===== config.mk =====
export PLATFORM = sky130hd
export DESIGN_NAME = dram_snake_reader_flat
export DESIGN_NICKNAME = d
export VERILOG_FILES = /design/src/rtl/dram_snake_reader_pkg.sv /design/src/rtl/dram_snake_reader_if.sv /design/src/rtl/dram_snake_reader_skid_fifo.sv /design/src/rtl/dram_snake_reader.sv /design/src/flat_wrapper.sv
export SDC_FILE = /design/constraint.sdc
export NUM_CORES = 1
export LEC_CHECK = 0
export CAP_MARGIN = 25
export CORE_MARGIN = 2
export CORE_UTILIZATION = 51
export CTS_BUF_LIST = sky130_fd_sc_hd__clkbuf_8
export DETAILED_ROUTE_END_ITERATION = 10
export PLACE_DENSITY = 0.95
export SLEW_MARGIN = 25
export SYNTH_ARGS = -nofsm -noshare
export SYNTH_HDL_FRONTEND = slang
export SYNTH_SLANG_ARGS = --single-unit

===== constraint.sdc =====
create_clock -name clk -period 6.3 [get_ports clk]
set_clock_uncertainty 0.1 [all_clocks]
set_input_delay 0.945 -clock clk [delete_from_list [all_inputs] [get_ports clk]]
set_output_delay 0.945 -clock clk [all_outputs]
set_load 0.005 [all_outputs]

===== src/rtl/dram_snake_reader_pkg.sv =====
// Shared types and default geometry for the first-layer snake reader.
// Defaults track the values used by the conv datapath configuration.
package snake_reader_pkg;

  localparam int DEF_ROW     = 128;
  localparam int DEF_COL     = 128;
  localparam int DEF_CH      = 4;
  localparam int DEF_PEA_NUM = 32;
  localparam int DEF_AW      = 14;

  typedef enum logic [2:0] {
    ST_IDLE,
    ST_HEAD,
    ST_LEFT,
    ST_RIGHT,
    ST_FLUSH
  } state_t;

endpackage


===== src/rtl/dram_snake_reader_if.sv =====
// Memory read port plus the valid/ready pixel stream towards the PE array.
// master = reader side, slave = memory/consumer side.
interface dram_snake_reader_if
  import snake_reader_pkg::*;
#(
  parameter int AW      = DEF_AW,
  parameter int CH      = DEF_CH,
  parameter int PEA_NUM = DEF_PEA_NUM
) ();

  logic                   mem_rd_en;
  logic [AW-1:0]          mem_addr;
  logic [CH*8-1:0]        mem_rdata;
  logic [PEA_NUM*8-1:0]   data_out;
  logic                   data_valid;
  logic                   data_ready;

  modport master (
    output mem_rd_en, mem_addr, data_out, data_valid,
    input  mem_rdata, data_ready
  );

  modport slave (
    input  mem_rd_en, mem_addr, data_out, data_valid,
    output mem_rdata, data_ready
  );

endinterface


===== src/rtl/dram_snake_reader_skid_fifo.sv =====
// Two-entry pixel buffer that absorbs read data while the consumer stalls.
module snake_skid_fifo #(
  parameter int W = 32
) (
  input  logic         clk,
  input  logic         rst_n,
  input  logic         push,
  input  logic [W-1:0] push_data,
  input  logic         pop,
  output logic [W-1:0] head,
  output logic         full,
  output logic [1:0]   count
);

  logic [W-1:0] mem_q [2];
  logic         wr_ptr_q, wr_ptr_d;
  logic         rd_ptr_q, rd_ptr_d;
  logic [1:0]   count_q, count_d;

  always_comb begin
    wr_ptr_d = push ? ~wr_ptr_q : wr_ptr_q;
    rd_ptr_d = pop ? ~rd_ptr_q : rd_ptr_q;
    count_d  = count_q + {1'b0, push} - {1'b0, pop};
  end

  always_ff @(posedge clk or negedge rst_n) begin
    if (!rst_n) begin
      mem_q[0] <= '0;
      mem_q[1] <= '0;
      wr_ptr_q <= 1'b0;
      rd_ptr_q <= 1'b0;
      count_q  <= 2'd0;
    end else begin
      if (push) begin
        mem_q[wr_ptr_q] <= push_data;
      end
      wr_ptr_q <= wr_ptr_d;
      rd_ptr_q <= rd_ptr_d;
      count_q  <= count_d;
    end
  end

  assign head  = mem_q[rd_ptr_q];
  assign full  = (count_q == 2'd2);
  assign count = count_q;

endmodule


===== src/rtl/dram_snake_reader.sv =====
// Streams a row-major feature map to the PE array: rows 0/1 column-interleaved,
// then the remaining rows as a serpentine, with valid/ready backpressure.
module dram_snake_reader
  import snake_reader_pkg::*;
#(
  parameter int ROW     = DEF_ROW,
  parameter int COL     = DEF_COL,
  parameter int CH      = DEF_CH,
  parameter int PEA_NUM = DEF_PEA_NUM,
  parameter int AW      = DEF_AW
) (
  input  logic                clk,
  input  logic                rst_n,
  input  logic                start,
  output logic                busy,
  output logic                done,
  dram_snake_reader_if.master bus
);

  localparam int            PW       = CH * 8;
  localparam int            DW       = PEA_NUM * 8;
  localparam logic [AW-1:0] ROW_LAST = AW'(ROW - 1);
  localparam logic [AW-1:0] COL_LAST = AW'(COL - 1);

  state_t        state_q, state_d, cur_state;
  logic [AW-1:0] row_q, row_d, cur_row;
  logic [AW-1:0] col_q, col_d, cur_col;
  logic [AW-1:0] addr_q, addr_d;
  logic          rd_en_q, rd_en_d;
  logic          rdv_q;
  logic          busy_q, busy_d;
  logic          done_q, done_d;
  logic          issue;

  logic [1:0]    fifo_count;
  logic          fifo_full;
  logic [PW-1:0] fifo_head;
  logic          beat_valid, beat_accept, bypass, fifo_push, fifo_pop;
  logic [1:0]    count_next;
  logic          can_issue;
  logic [PW-1:0] pixel;

  // An empty buffer lets the returning read go straight to the output,
  // which gives the one-cycle issue-to-valid latency.
  always_comb begin
    beat_valid  = (fifo_count != 2'd0) || rdv_q;
    pixel       = (fifo_count != 2'd0) ? fifo_head : bus.mem_rdata;
    beat_accept = beat_valid && bus.data_ready;
    bypass      = (fifo_count == 2'd0) && beat_accept;
    fifo_push   = rdv_q && !bypass && !fifo_full;
    fifo_pop    = (fifo_count != 2'd0) && beat_accept;
    count_next  = fifo_count + {1'b0, fifo_push} - {1'b0, fifo_pop};
    // Decision is for next cycle: the read issued now is next cycle's in-flight one.
    can_issue   = (count_next + {1'b0, rd_en_q}) < 2'd2;
  end

  snake_skid_fifo #(.W(PW)) u_skid (
    .clk       (clk),
    .rst_n     (rst_n),
    .push      (fifo_push),
    .push_data (bus.mem_rdata),
    .pop       (fifo_pop),
    .head      (fifo_head),
    .full      (fifo_full),
    .count     (fifo_count)
  );

  always_comb begin
    state_d   = state_q;
    row_d     = row_q;
    col_d     = col_q;
    addr_d    = addr_q;
    rd_en_d   = 1'b0;
    busy_d    = busy_q;
    done_d    = 1'b0;
    issue     = 1'b0;
    cur_state = state_q;
    cur_row   = row_q;
    cur_col   = col_q;

    case (state_q)
      ST_IDLE: begin
        if (start) begin
          issue     = 1'b1;
          busy_d    = 1'b1;
          cur_state = ST_HEAD;
          cur_row   = '0;
          cur_col   = '0;
        end
      end
      ST_HEAD, ST_LEFT, ST_RIGHT: issue = can_issue;
      ST_FLUSH: begin
        if (!rd_en_q && count_next == 2'd0) begin
          state_d = ST_IDLE;
          busy_d  = 1'b0;
          done_d  = 1'b1;
        end
      end
      default: state_d = ST_IDLE;
    endcase

    // row/col always name the next pixel to fetch; they move only on an issue.
    if (issue) begin
      rd_en_d = 1'b1;
      addr_d  = cur_row * AW'(COL) + cur_col;
      state_d = cur_state;
      row_d   = cur_row;
      col_d   = cur_col;
      case (cur_state)
        ST_HEAD: begin
          if (cur_row == '0) begin
            row_d = AW'(1);
          end else if (cur_col == COL_LAST) begin
            if (ROW == 2) begin
              state_d = ST_FLUSH;
            end else begin
              state_d = ST_LEFT;
              row_d   = AW'(2);
              col_d   = COL_LAST;
            end
          end else begin
            row_d = '0;
            col_d = cur_col + AW'(1);
          end
        end
        ST_LEFT: begin
          if (cur_col != '0) begin
            col_d = cur_col - AW'(1);
          end else if (cur_row == ROW_LAST) begin
            state_d = ST_FLUSH;
          end else begin
            state_d = ST_RIGHT;
            row_d   = cur_row + AW'(1);
            col_d   = '0;
          end
        end
        ST_RIGHT: begin
          if (cur_col != COL_LAST) begin
            col_d = cur_col + AW'(1);
          end else if (cur_row == ROW_LAST) begin
            state_d = ST_FLUSH;
          end else begin
            state_d = ST_LEFT;
            row_d   = cur_row + AW'(1);
            col_d   = COL_LAST;
          end
        end
        default: ;
      endcase
    end
  end

  always_ff @(posedge clk or negedge rst_n) begin
    if (!rst_n) begin
      state_q <= ST_IDLE;
      row_q   <= '0;
      col_q   <= '0;
      addr_q  <= '0;
      rd_en_q <= 1'b0;
      rdv_q   <= 1'b0;
      busy_q  <= 1'b0;
      done_q  <= 1'b0;
    end else begin
      state_q <= state_d;
      row_q   <= row_d;
      col_q   <= col_d;
      addr_q  <= addr_d;
      rd_en_q <= rd_en_d;
      rdv_q   <= rd_en_q;
      busy_q  <= busy_d;
      done_q  <= done_d;
    end
  end

  assign bus.mem_rd_en  = rd_en_q;
  assign bus.mem_addr   = addr_q;
  assign bus.data_valid = beat_valid;
  assign bus.data_out   = beat_valid ? DW'(pixel) : '0;
  assign busy           = busy_q;
  assign done           = done_q;

endmodule


===== src/flat_wrapper.sv =====
// flat-port wrapper written by rule: the top's interface ports become plain ports
module dram_snake_reader_flat import snake_reader_pkg::*;
#(
  parameter int ROW     = DEF_ROW,
  parameter int COL     = DEF_COL,
  parameter int CH      = DEF_CH,
  parameter int PEA_NUM = DEF_PEA_NUM,
  parameter int AW      = DEF_AW
)
  (clk, rst_n, start, busy, done, bus_mem_rd_en, bus_mem_addr, bus_data_out, bus_data_valid, bus_mem_rdata, bus_data_ready);
  dram_snake_reader_if #(.AW(AW), .CH(CH), .PEA_NUM(PEA_NUM)) bus_i ();
  input  logic clk;
  input  logic rst_n;
  input  logic start;
  output logic busy;
  output logic done;
  output wire logic [$bits(bus_i.mem_rd_en)-1:0] bus_mem_rd_en;
  output wire logic [$bits(bus_i.mem_addr)-1:0] bus_mem_addr;
  output wire logic [$bits(bus_i.data_out)-1:0] bus_data_out;
  output wire logic [$bits(bus_i.data_valid)-1:0] bus_data_valid;
  input wire logic [$bits(bus_i.mem_rdata)-1:0] bus_mem_rdata;
  input wire logic [$bits(bus_i.data_ready)-1:0] bus_data_ready;
  assign bus_mem_rd_en = bus_i.mem_rd_en;
  assign bus_mem_addr = bus_i.mem_addr;
  assign bus_data_out = bus_i.data_out;
  assign bus_data_valid = bus_i.data_valid;
  assign bus_i.mem_rdata = bus_mem_rdata;
  assign bus_i.data_ready = bus_data_ready;
  dram_snake_reader #(.ROW(ROW), .COL(COL), .CH(CH), .PEA_NUM(PEA_NUM), .AW(AW)) u_core (.clk(clk), .rst_n(rst_n), .start(start), .busy(busy), .done(done), .bus(bus_i));
endmodule

==> flow_summary.json, run 1 <==
{
  "status": "finished, final reports clean",
  "syn_avg_cell_area_um2": 8.918,
  "critPathSlowestCell": "or4b_1",
  "setup_viol": 0,
  "peakVddDrop_mv": 0.4325,
  "worst_setup_path_end_kind": "register",
  "antenna_found_initial": 0,
  "required_ns": 6.54,
  "syn_inst": 983,
  "cts_resized": 0,
  "rsz0062_at_grt": "false",
  "clock_latency_ns": 0.46,
  "worstMarginPinSlew_ns": 1.019,
  "async_flop_share_pct": 100.0,
  "cp_data_arrival_time_ns": 4.45,
  "post_drt_wl_per_cell_um": 17.71,
  "start_util_pct": 52.49,
  "synth_area_leader_cell": "dfrtp_1",
  "crit_path_cell_trace": "clkdlybuf4s50_1 -> or4b_1 -> buf_4 -> nand2_1 -> inv_1 -> ha_1 -> and4_1 -> nand2_1 -> o21ai_1 -> o311ai_0 -> o21ai_0",
  "hold_violations": 0,
  "design.core.area_um2": 16700,
  "synth_area_leaders": "dfrtp_1, buf_4, mux2_2, mux2i_1, o21ai_0",
  "netlist_area_um2": 8766,
  "grt_usage_pct": 23.38,
  "die-width_um": 135.1,
  "power.density_nw_per_um2": 531.4,
  "drcViolationCount": 0,
  "worst_setup_path_start_kind": "primary input",
  "layout-drive-gt1-share_pct": 12.51,
  "syn_to_final_growth_pct": 6.023,
  "timing.setup.tns_ns": 0,
  "antenna_left": 0,
  "dieHeight_um": 135.1,
  "cts_hold_buf": 0,
  "critPathKind": "primary input to register",
  "synth_edf_count": 0,
  "grt_pass1_vias": 6550,
  "ys_seq_area_share_pct": 33.40,
  "nNetsFinal": 1078,
  "yosysMostFrequentCell": "buf_4",
  "fmax_mhz": 237.2,
  "dp.final_hpwl_mm": 15.36,
  "ys_warn_count": 0,
  "htreeDepth": 4,
  "cp_max_fo": 20,
  "slowest_delay_ns": 0.74,
  "port_buffers": 85,
  "drtPass1Iterations": 5,
  "cts_setup_buffers": 0,
  "vias": 7073,
  "drt_iter0_drc": 795,
  "yosys.area.top_type_share_pct": 33.40,
  "numClockSinks": 117,
  "yosysUniqueCellTypes": 76,
  "synth_seq_cells": 117,
  "slew_headroom_pct": 32.08,
  "power_leakage_uw": 0.004169,
  "cts_root_buf": "clkbuf_8",
  "grt_pass1_wl_mm": 33.90,
  "cap_violations": 0,
  "wl_mm": 22.44,
  "finalPower_uw": 4939,
  "synth_ff_type": "dfrtp_1",
  "netlist_top_cells_count": "buf_4, dfrtp_1, nand2_1",
  "finalCritPeriodShare_pct": 66.92,
  "die_area_um2": 18250,
  "slew_violations": 0,
  "gp_congestion": 0.9664,
  "hold_path.class": "register to register",
  "avgViaCountPerCell": 5.582,
  "grt_max_degree": 70,
  "row_count": 47,
  "grt-ovfl-total": 0,
  "min_period_ns": 4.216,
  "clockBufferDepth": 2,
  "io_pins": 310,
  "numCtsBuffers": 17,
  "cp_common_cell": "nand2_1",
  "cts_tree": "built",
  "cts.clk_slew.worst_paths_ns": 0.09,
  "n_antenna_cell": 0
}
## worst max-delay path, delay by kind of cell
family	cells	cell delay, ns
AO/OA/AOI/OAI	3	0.78
adder cells (fa/ha/maj)	1	0.26
buffers and inverters	3	0.95
AND/OR/NAND/NOR	4	1.50
## sequential cells by signal, indices dropped and copies added (netlist names)
signal                  flops
u_core.u_skid.mem_q        64
u_core.bus.mem_addr        14
u_core.col_q               14
u_core.row_q               14
u_core.state_q              3
u_core.u_skid.count         2
u_core.bus.mem_rd_en        1
u_core.busy                 1
u_core.done                 1
u_core.rdv_q                1
u_core.u_skid.rd_ptr_q      1
u_core.u_skid.wr_ptr_q      1
## per-layer routing
layer / vias up / share of wire, % / global-route usage, %
met5: - / 0 / 0
met4: 0 / 2.5 / 8.796
met3: 67 / 9.1 / 5.105
met2: 427 / 50 / 39.20
met1: 3449 / 39 / 29.67
li1: 3130 / - / -
## path summary, 6_finish.rpt
kind,start,endpoint,slack [ns],depth (start not counted)
max in group asynchronous,rst_n,u_core.bus.mem_addr[9],4.37,2
worst max-delay path,start,u_core.col_q[9],2.08,11
worst min register to register,u_core.bus.mem_rd_en,u_core.rdv_q,0.33,0
min in group asynchronous,rst_n,u_core.u_skid.mem_q[38],0.39,1
worst max register to register,u_core.u_skid.count[0],u_core.row_q[2],2.35,12
worst min-delay path,u_core.bus.mem_rd_en,u_core.rdv_q,0.33,0
## kinds of logic after synthesis
family | after synthesis | share of synthesized area (%)
XOR/XNOR | 9 | 1.070
AND/OR/NAND/NOR | 252 | 14.89
other | 1 | 0.04278
multiplexers | 98 | 12.10
buffers and inverters | 301 | 22.85
flip-flops | 117 | 33.40
AO/OA/AOI/OAI | 196 | 14.39
adder cells (fa/ha/maj) | 9 | 1.256
## stage by stage
stage          setup WS (ns)  hold slack [ns]  cell area (µm²)  util (%)  instances
2_1_floorplan          2.412           0.3086             9603         -       1206
3_3_place_gp           1.868           0.3030             8875     53.14       1235
3_5_place_dp           1.744           0.3088             8875     53.14       1235
4_1_cts                2.223           0.3344             9294     55.65       1267
5_1_grt                1.934           0.3615             9294     55.65       1267
6_report               2.084           0.3283             9294     55.65       1267
## placed cells by master (no fill, tap or decap), types with 17 or more instances in the layout
cell / instances
conb_1: 224
dfrtp_1: 117
clkdlybuf4s50_1: 84
nand2_1: 73
o21ai_0: 66
mux2_2: 64
nand3_1: 55
a21oi_1: 46
nor2_1: 35
mux2i_1: 34
clkbuf_8: 17
## power by group
part | internal [µW] | switching (µW)
combinational | 1240 | 1550
clock | 371 | 380
sequential | 1080 | 326
total | 2690 | 2250
## area by class of cell
class / instances / area, µm²
clock inverters: 15 / 185.2
flip-flops and latches: 117 / 2928
well taps: 220 / 275.3
repair buffers: 96 / 930.9
clock buffers: 17 / 234.0
inverters: 14 / 52.55
multi-input cells: 788 / 4688
fillers: 1461 / 7407
Note: power is estimated with default switching activity, not from simulation.
==> run 2, diff against run 1 <==
--- a/config.mk
+++ b/config.mk
@@ -7,10 +7,10 @@
 export LEC_CHECK = 0
 export CAP_MARGIN = 25
 export CORE_MARGIN = 2
-export CORE_UTILIZATION = 51
+export CORE_UTILIZATION = 43
 export CTS_BUF_LIST = sky130_fd_sc_hd__clkbuf_8
 export DETAILED_ROUTE_END_ITERATION = 10
-export PLACE_DENSITY = 0.95
+export PLACE_DENSITY = 0.91
 export SLEW_MARGIN = 25
 export SYNTH_ARGS = -nofsm -noshare
 export SYNTH_HDL_FRONTEND = slang
==> constraint.sdc (replaced) <==
create_clock -name clk -period 3.55 [get_ports clk]
set_clock_uncertainty 0.1 [all_clocks]
set_input_delay 0.5325 -clock clk [delete_from_list [all_inputs] [get_ports clk]]
set_output_delay 0.5325 -clock clk [all_outputs]
set_load 0.005 [all_outputs]
==> flow_summary.json, run 2 (synthesis gave the netlist of run 1 again) <==
{
  "status": "finished, final reports clean",
  "critPathKind": "primary input to register",
  "top_layer": "met4",
  "fmax_mhz": 314.4,
  "grt_usage_pct": 19.38,
  "drt_iter0_drc": 439,
  "post_drt_wl_per_cell_um": 16.13,
  "avgViaCountPerCell": 5.131,
  "cap_violations": 0,
  "numClockSinks": 117,
  "dp.final_hpwl_mm": 15.88,
  "final_cell_mix": "conb_1, dfrtp_1, clkdlybuf4s50_1",
  "cts_tree": "built",
  "required_ns": 3.76,
  "nNetsFinal": 1109,
  "gp_congestion": 1.027,
  "cp_common_cell": "ha_1",
  "slowest_delay_ns": 0.47,
  "cp_data_arrival_time_ns": 3.39,
  "multi_input_area_um2": 4688,
  "layout_commonest_cell": "conb_1",
  "grt_pass1_vias": 6267,
  "peakVddDrop_mv": 0.4007,
  "antenna_found_initial": 0,
  "antenna_left": 0,
  "cts.clk_slew.worst_paths_ns": 0.08,
  "layout-drive-gt1-share_pct": 15.03,
  "n_antenna_cell": 0,
  "largest_register_ffs": 64,
  "die-width_um": 146.8,
  "cts_resized": 0,
  "syn_to_final_growth_pct": 9.606,
  "worstMarginPinSlew_ns": 0.7369,
  "grt-ovfl-total": 0,
  "wl_mm": 21.74,
  "worst_setup_path_end_kind": "register",
  "hold_violations": 0,
  "wl_met1_mm": 8.970,
  "io_pins": 310,
  "finalCritPeriodShare_pct": 89.60,
  "crit_path_cell_trace": "clkdlybuf4s50_1 -> nor2_1 -> o21ai_0 -> ha_1 -> inv_1 -> ha_1 -> xor3_1 -> xor2_1 -> and2_0 -> buf_4 -> o2111ai_1 -> nand3_1 -> nand4_1",
  "slew_violations": 0,
  "die_area_um2": 21540,
  "row_count": 52,
  "grt_pass1_wl_mm": 33.51,
  "cts_setup_buffers": 0,
  "clock_latency_ns": 0.44,
  "port_buffers": 85,
  "min_period_ns": 3.181,
  "wl_met2_mm": 10.62,
  "power.density_nw_per_um2": 930.0,
  "critPathSlowestCell": "clkdlybuf4s50_1",
  "dieHeight_um": 146.8,
  "hold_path.class": "primary input to async pin",
  "nFillCells": 1844,
  "vias": 6917,
  "drcViolationCount": 0,
  "hold_ws_ns": 0.04261,
  "grt_max_degree": 65,
  "rsz0062_at_grt": "false",
  "worst_setup_path_start_kind": "primary input",
  "cts_root_buf": "clkbuf_8",
  "start_util_pct": 43.60,
  "numCtsBuffers": 17,
  "timing.setup.tns_ns": 0,
  "design.core.area_um2": 20100,
  "drtPass1Iterations": 5,
  "setup_viol": 0,
  "clockBufferDepth": 2,
  "largest_register": "u_core.u_skid.mem_q",
  "slew_headroom_pct": 50.87,
  "power_leakage_uw": 0.004313,
  "htreeDepth": 4,
  "rrSetupSlack_ns": 0.42,
  "register_area_um2": 2929,
  "fin_cells": 1348,
  "place_inst": 1316,
  "cp_max_fo": 20,
  "wl_met3_mm": 1.688,
  "cts_hold_buf": 0
}
run 2: changes by cell type in the layout (fill, tap and decap cells not counted), sizes merged:
cell / delta
clkinvlp: +3
inv: -5
clkbuf: +1
bufinv: +1
buf: +31
run 2: report_power, final:
group          internal (µW)  leakage (µW)  switching (µW)
clock network            720      0.000204             581
logic                   2440       0.00266            2760
registers               1920       0.00145             509
total                   5080       0.00431            3850
run 2: critical path, delay by kind of cell:
| family | cells | cell delay (ns) |
|---|---|---|
| and+or+nand+nor | 4 | 0.58 |
| AOI/OAI and AO/OA | 2 | 0.46 |
| buffers and inverters | 3 | 0.81 |
| adders and majority gates | 2 | 0.43 |
| xor gates and xnor gates | 2 | 0.58 |
run 2: path summary, 6_finish.rpt:
check / from / end / cells after the start
setup / recovery: bus_data_ready / u_core.col_q[2] / 13
hold / removal: rst_n / u_core.u_skid.mem_q[3] / 1
setup reg to reg: u_core.state_q[1] / u_core.row_q[11] / 10
hold reg to reg: u_core.bus.mem_rd_en / u_core.rdv_q / 0
max in group asynchronous: rst_n / u_core.bus.mem_addr[2] / 2
min in group clk: u_core.bus.mem_rd_en / u_core.rdv_q / 0
run 2: area by class of cell:
type	instances	area share, %
well taps	270	3.516
clock inverters	14	1.836
flip-flops and latches	117	30.49
multi-input cells	788	48.80
repair buffers	127	12.24
inverters	14	0.5469
clock buffers	18	2.578
run 2: metal layers:
metal,track usage [%],vias up
met3,4.689,41
met2,32.09,345
met5,0,-
met4,5.971,0
li1,-,3192
met1,25.19,3339
run 2: metrics by stage:
step	utilization (%)	power, µW	instance area [µm²]	worst slack (ns)
2_1_floorplan	-	5620	9603	0.04010
3_3_place_gp	45.68	7425	9184	0.08873
3_5_place_dp	45.68	7599	9184	-0.03576
4_1_cts	47.79	8947	9608	0.4556
5_1_grt	47.79	9564	9608	0.1506
6_report	47.79	8935	9608	0.3693
==> RTL change 1, RTL diff (flow settings as in run 2) <==
Take the reset off `addr_q` and load it in a clocked block of its own.
--- a/src/rtl/dram_snake_reader.sv
+++ b/src/rtl/dram_snake_reader.sv
@@ -155,7 +155,6 @@
       state_q <= ST_IDLE;
       row_q   <= '0;
       col_q   <= '0;
-      addr_q  <= '0;
       rd_en_q <= 1'b0;
       rdv_q   <= 1'b0;
       busy_q  <= 1'b0;
@@ -164,12 +163,15 @@
       state_q <= state_d;
       row_q   <= row_d;
       col_q   <= col_d;
-      addr_q  <= addr_d;
       rd_en_q <= rd_en_d;
       rdv_q   <= rd_en_q;
       busy_q  <= busy_d;
       done_q  <= done_d;
     end
+  end
+
+  always_ff @(posedge clk) begin
+    addr_q <= addr_d;
   end
 
   assign bus.mem_rd_en  = rd_en_q;
Behaviour: differs if rst_n is asserted again (counterexample within 4 cycles, from zero or initial values and one cycle with rst_n low); with rst_n held inactive, the same outputs for 4 cycles.
==> RTL change 1 against run 2 <==
Global-route usage is 0.55 points lower. Register-to-register slack better by 80 ps. Combinational power is 3.8% lower. Largest cell class unchanged. Power is 0.94% higher. Critical path type is now reg -> out. Setup slack worse by 3.9 ps. Sequential cell count stayed put. Synthesized area is 0.94% lower. Design area is 0.29% lower. Non-clock buffer count is 1 lower. Core utilization is 0.96 points higher. Wire length is 3.6% lower. First-iteration DRC count is 74% higher.
==> RTL change 1: results (changes against run 2) <==
* Status: finished, final reports clean
* Ys async rst share at 88.03% (-12 points)
* Pin count of the biggest net entering global routing at 65 (unchanged)
* CTS resizes at 0 (unchanged)
* Post-CTS Setup Inserts at 0 (unchanged)
* Register name with the most flops: u_core.u_skid.mem_q
* Total GRT Usage at 18.83% (-0.55 points)
* First-pass GRT wire length at 32.80 mm (-2.1%)
* CTS Buffer Depth at 2 (unchanged)
* RR Startpoint: u_core.u_skid.count[1]$_DFF_PN0_
* Clk_lat worst skew at 450 ps
* Post-synthesis cell count at 942 (-4.2%)
* Top post-synthesis cells by area: dfrtp_1 30%, buf_4 20%, mux2_2 8.3%
* Layout cells sized above 1 at 15.71% (+0.68 points)
* Seq/Total Area, Yosys at 34.52% (+1.1 points)
* Type of the worst min-delay path: in -> async
* Crit path DAT at 2550 ps (-840 ps)
* R2r setup slk at 500 ps (+80 ps)
* Via Count at 6,737 (-2.6%)
* Number of enable flip-flop cells after synthesis at 14 (+14)
* R2r worst-path depth at 11 (+1)
* Yosys warns at 0 (unchanged)
* Root Buffer: clkbuf_8
* R2r endpoint: u_core.col_q[2]$_DFFE_PN0P_
* Max FO, Critical Path at 25 (+25%)
* TritonCTS buffer count at 17 (unchanged)
* Nets at 1,075 (-3.1%)
* Vias in the first global route at 6,214 (-0.85%)
* Detailed Routing Iterations Pass 1 at 6 (+1)
* Max FFs per register at 64 (unchanged)
* Actual slew at the worst max-slew pin at 788.7 ps (+51.79 ps)
* PortBufs at 85 (unchanged)
* Commonest cells in the netlist: 226 x buf_4, 103 x dfrtp_1, 64 x mux2_2
* Detailed-route vias per instance at 5.147 (+0.30%)
* Fillers at 1,791 (-2.9%)
* Pre-CTS setup slack at -10.26 ps (+25.50 ps)
* GPL Wtd Cong at 0.9965 (-3.0%)
* Synth cell types at 76 (unchanged)
* H-Tree Depth at 4 (unchanged)
* Worst vdd ir at 429.8 uV (+7.2%)
* WL final at 20.95 mm (-3.6%)
* Pleak at 4.239 nW (-1.7%)
* DP Wirelength at 15.14 mm (-4.6%)
* Clock slew at the register clock pins of the worst setup and hold paths at 80 ps (about the same)
* Initial antenna violation count at 0 (unchanged)
* Post-Place Cells at 1,277 (-3.0%)
* Initial DRC Count at 764 (+74%)
* Most common flop cell mapped by yosys: dfrtp_1
* Diode count at 0 (unchanged)
[RTL change 1: how the worst max path moves through the flow]
stage	end	start	slack (ps)
floorplan	u_core.col_q[2]$_DFFE_PN0P_	start	30
global placement	u_core.row_q[8]$_DFFE_PN0P_	bus_data_ready	80
detailed placement	u_core.row_q[7]$_DFFE_PN0P_	bus_data_ready	-10
CTS	bus_data_out[9]	u_core.u_skid.rd_ptr_q$_DFFE_PN0P_	340
global route	u_core.row_q[7]$_DFFE_PN0P_	bus_data_ready	130
finish	bus_data_out[9]	u_core.u_skid.rd_ptr_q$_DFFE_PN0P_	370
[RTL change 1: final cells by class]
type                       instances  area share, %
inverter                          21         0.8228
timing repair buffer             126          12.20
sequential                       117          31.30
clock buffer                      18          2.586
clock inverter                    14          2.325
tap                              265          3.461
multi-input combinational        748          47.30
[RTL change 1: worst max-delay path, cell delays in order (launching register included)]
cell,delay (ps)
dfrtp_2,890
buf_4,340
mux2i_1,110
o21ai_0,210
clkdlybuf4s50_1,550
[RTL change 1: layer usage]
layer	vias to the layer above	track usage (%)	routed length [um]
met3	48	4.531	1757
met5	-	0	0
met4	0	7.330	579
met2	395	31.91	10420
met1	3230	23.24	8190
li1	3064	-	-
[RTL change 1: logic make-up (layout without fill, tap and decap cells)]
logic type,after synthesis,count (layout),synth area share (%)
other cells,1,224,0.04319
mux,97,97,12.10
flops,117,117,34.52
buf+inv,300,179,23.08
compound gates,175,175,13.49
fa+ha+maj,9,9,1.268
xor+xnor,16,16,1.888
simple gates,227,227,13.60
[RTL change 1: power by group]
part | total, mW | internal [mW] | leakage (nW) | switching, mW
combinational | 5.01 | 2.40 | 2.60 | 2.61
sequential | 2.54 | 2.03 | 1.40 | 0.515
clock | 1.46 | 0.864 | 0.239 | 0.601
[RTL change 1: metrics by stage]
step	area (um2)	hold WS, ps	total power, mW
floorplan	9522	136.9	5.593
global route	9580	101.0	9.577
finish	9580	55.62	9.020
detailed placement	9110	327.6	7.460
global placement	9110	301.7	7.285
CTS	9580	61.36	8.981
==> RTL change 2, RTL diff (flow settings as in run 2) <==
Made on the original files. Set the package constant `DEF_AW` to 13 (it was 14).
--- a/src/rtl/dram_snake_reader_pkg.sv
+++ b/src/rtl/dram_snake_reader_pkg.sv
@@ -6,7 +6,7 @@
   localparam int DEF_COL     = 128;
   localparam int DEF_CH      = 4;
   localparam int DEF_PEA_NUM = 32;
-  localparam int DEF_AW      = 14;
+  localparam int DEF_AW      = 13;
 
   typedef enum logic [2:0] {
     ST_IDLE,
Interface: changed (resized bus_mem_addr); port bits go from 310 to 309. No check against the original RTL was run, so the function may have changed too.
==> RTL change 2 against run 2 <==
Power up 6.4%. Synthesized area down 3.6%. Count of clock-buffer cells in the layout is 1 lower. Design area fell by 0.61%. Cell count shrank 1.0%. Global-route usage up 1.1 points. Fmax decreased by 2.9%. Synthesized cell count is 3.9% lower. Wire length up 0.74%. Sequential cell count down 3. Critical path depth decreased by 1. Setup slack got worse by 94 ps. Critical endpoint is now u_core.col_q[10]$_DFFE_PN0P_.
==> RTL change 2: results (changes against run 2) <==
* R2r worst-path depth at 11 (+1)
* Max FFs per register at 64 (unchanged)
* Clk_lat worst skew at 450 ps
* H-Tree Depth at 4 (unchanged)
* Post-CTS Setup Inserts at 0 (unchanged)
* First-pass GRT wire length at 33.31 mm (-0.58%)
* Crit-path slowest cell: clkdlybuf4s50_1
* Pleak at 4.352 nW (+0.91%)
* Top post-synthesis cells by area: dfrtp_1 34%, buf_4 20%, mux2_2 8.5%
* R2r setup slk at 360 ps (-60 ps)
* Actual slew at the worst max-slew pin at 901.2 ps (+164.3 ps)
* Nets at 1,101 (-0.72%)
* Ys async rst share at 100.0% (unchanged)
* Initial antenna violation count at 0 (unchanged)
* PortBufs at 84 (-1.2%)
* Yosys warns at 0 (unchanged)
* Clock slew at the register clock pins of the worst setup and hold paths at 80 ps (about the same)
* Cell Int Power at 5.375 mW (+5.8%)
* Drt wl/cell at 16.42 um (+1.8%)
* Initial DRC Count at 688 (+57%)
* Commonest cells in the netlist: 226 x buf_4, 114 x dfrtp_1, 67 x nand2_1
* Sw Pwr at 4.129 mW (+7.2%)
* Root Buffer: clkbuf_8
* Seq/Total Area, Yosys at 33.76% (+0.36 points)
* CTS Buffer Depth at 2 (unchanged)
* CTS resizes at 0 (unchanged)
* Detailed Routing Iterations Pass 1 at 6 (+1)
* Detailed-route vias per instance at 5.225 (+1.8%)
* Total GRT Usage at 20.50% (+1.1 points)
* Max FO, Critical Path at 4 (-80%)
* TritonCTS buffer count at 17 (unchanged)
* Crit. Startpoint: bus_data_ready
* Pin count of the biggest net entering global routing at 65 (unchanged)
* DP Wirelength at 15.73 mm (-0.92%)
* Crit path DAT at 3520 ps (+130 ps)
* Status: finished, final reports clean
* Synth cell types at 71 (-6.6%)
* Clk pwr at 1.44 mW (+11%)
* CP endpoint: u_core.col_q[10]$_DFFE_PN0P_
* GPL Wtd Cong at 1.032 (+0.49%)
* Power Sequential at 2.31 mW (-5%)
* Type of the worst min-delay path: in -> async
* Register name with the most flops: u_core.u_skid.mem_q
* Diode count at 0 (unchanged)
* Family with the most delay on the worst path: simple AND/OR/NAND/NOR gates
* Layout cells sized above 1 at 16.74% (+1.7 points)
* Fillers at 1,824 (-1.1%)
* CP max stage delay at 480 ps
* RR Startpoint: u_core.u_skid.count[1]$_DFF_PN0_
* Vias in the first global route at 6,407 (+2.2%)
* Worst vdd ir at 427.5 uV (+6.7%)
[RTL change 2: cell types whose count changed in the layout (fill, tap and decap cells not counted), sizes merged, moves of 5 or more]
cell   delta
a21oi     -5
buf      +23
nand2     -6
nand3     -6
nand4     -8
nor2      +8
o21ai    -13
or3       +6
[RTL change 2: cells by family (layout without fill, tap and decap cells)]
family / count (synthesis) / count (layout) / synth area share (%)
DFF: 114 / 114 / 33.76
xor gates and xnor gates: 11 / 11 / 1.422
other: 1 / 224 / 0.04438
buffers and inverters: 290 / 191 / 22.95
muxes: 98 / 98 / 12.56
and+or+nand+nor: 244 / 244 / 14.36
AOI/OAI and AO/OA: 179 / 179 / 13.71
adders and majority gates: 8 / 8 / 1.185
[RTL change 2: cell type report]
| class | count | area share, % |
|---|---|---|
| multi-input combinational | 764 | 47.35 |
| inverter | 11 | 0.4324 |
| clock buffer | 17 | 2.450 |
| sequential | 114 | 29.89 |
| clock inverter | 14 | 2.385 |
| timing repair buffer | 149 | 14.02 |
| tap | 265 | 3.472 |
[RTL change 2: per-stage QoR]
stage	area (um2)	utilization (%)	setup WS (ps)	hold slack [ps]	cells
6_report	9549	49.23	275.0	13.94	1334
5_1_grt	9549	49.23	84.90	53.94	1334
4_1_cts	9543	49.19	277.7	23.51	1334
3_5_place_dp	9081	46.81	-193.3	334.7	1303
3_3_place_gp	9081	46.81	-75.63	329.9	1303
2_1_floorplan	9318	-	16.25	136.9	1168
[RTL change 2: layer usage]
| layer | share of wire (%) | GRT usage, % | wire length (um) | up-vias |
|---|---|---|---|---|
| met5 | 0 | 0 | 0 | - |
| met4 | 3.4 | 9.351 | 753 | 0 |
| met3 | 9.2 | 5.000 | 2018 | 79 |
| met2 | 49 | 33.73 | 10730 | 416 |
| met1 | 38 | 25.52 | 8398 | 3356 |
| li1 | - | - | - | 3119 |
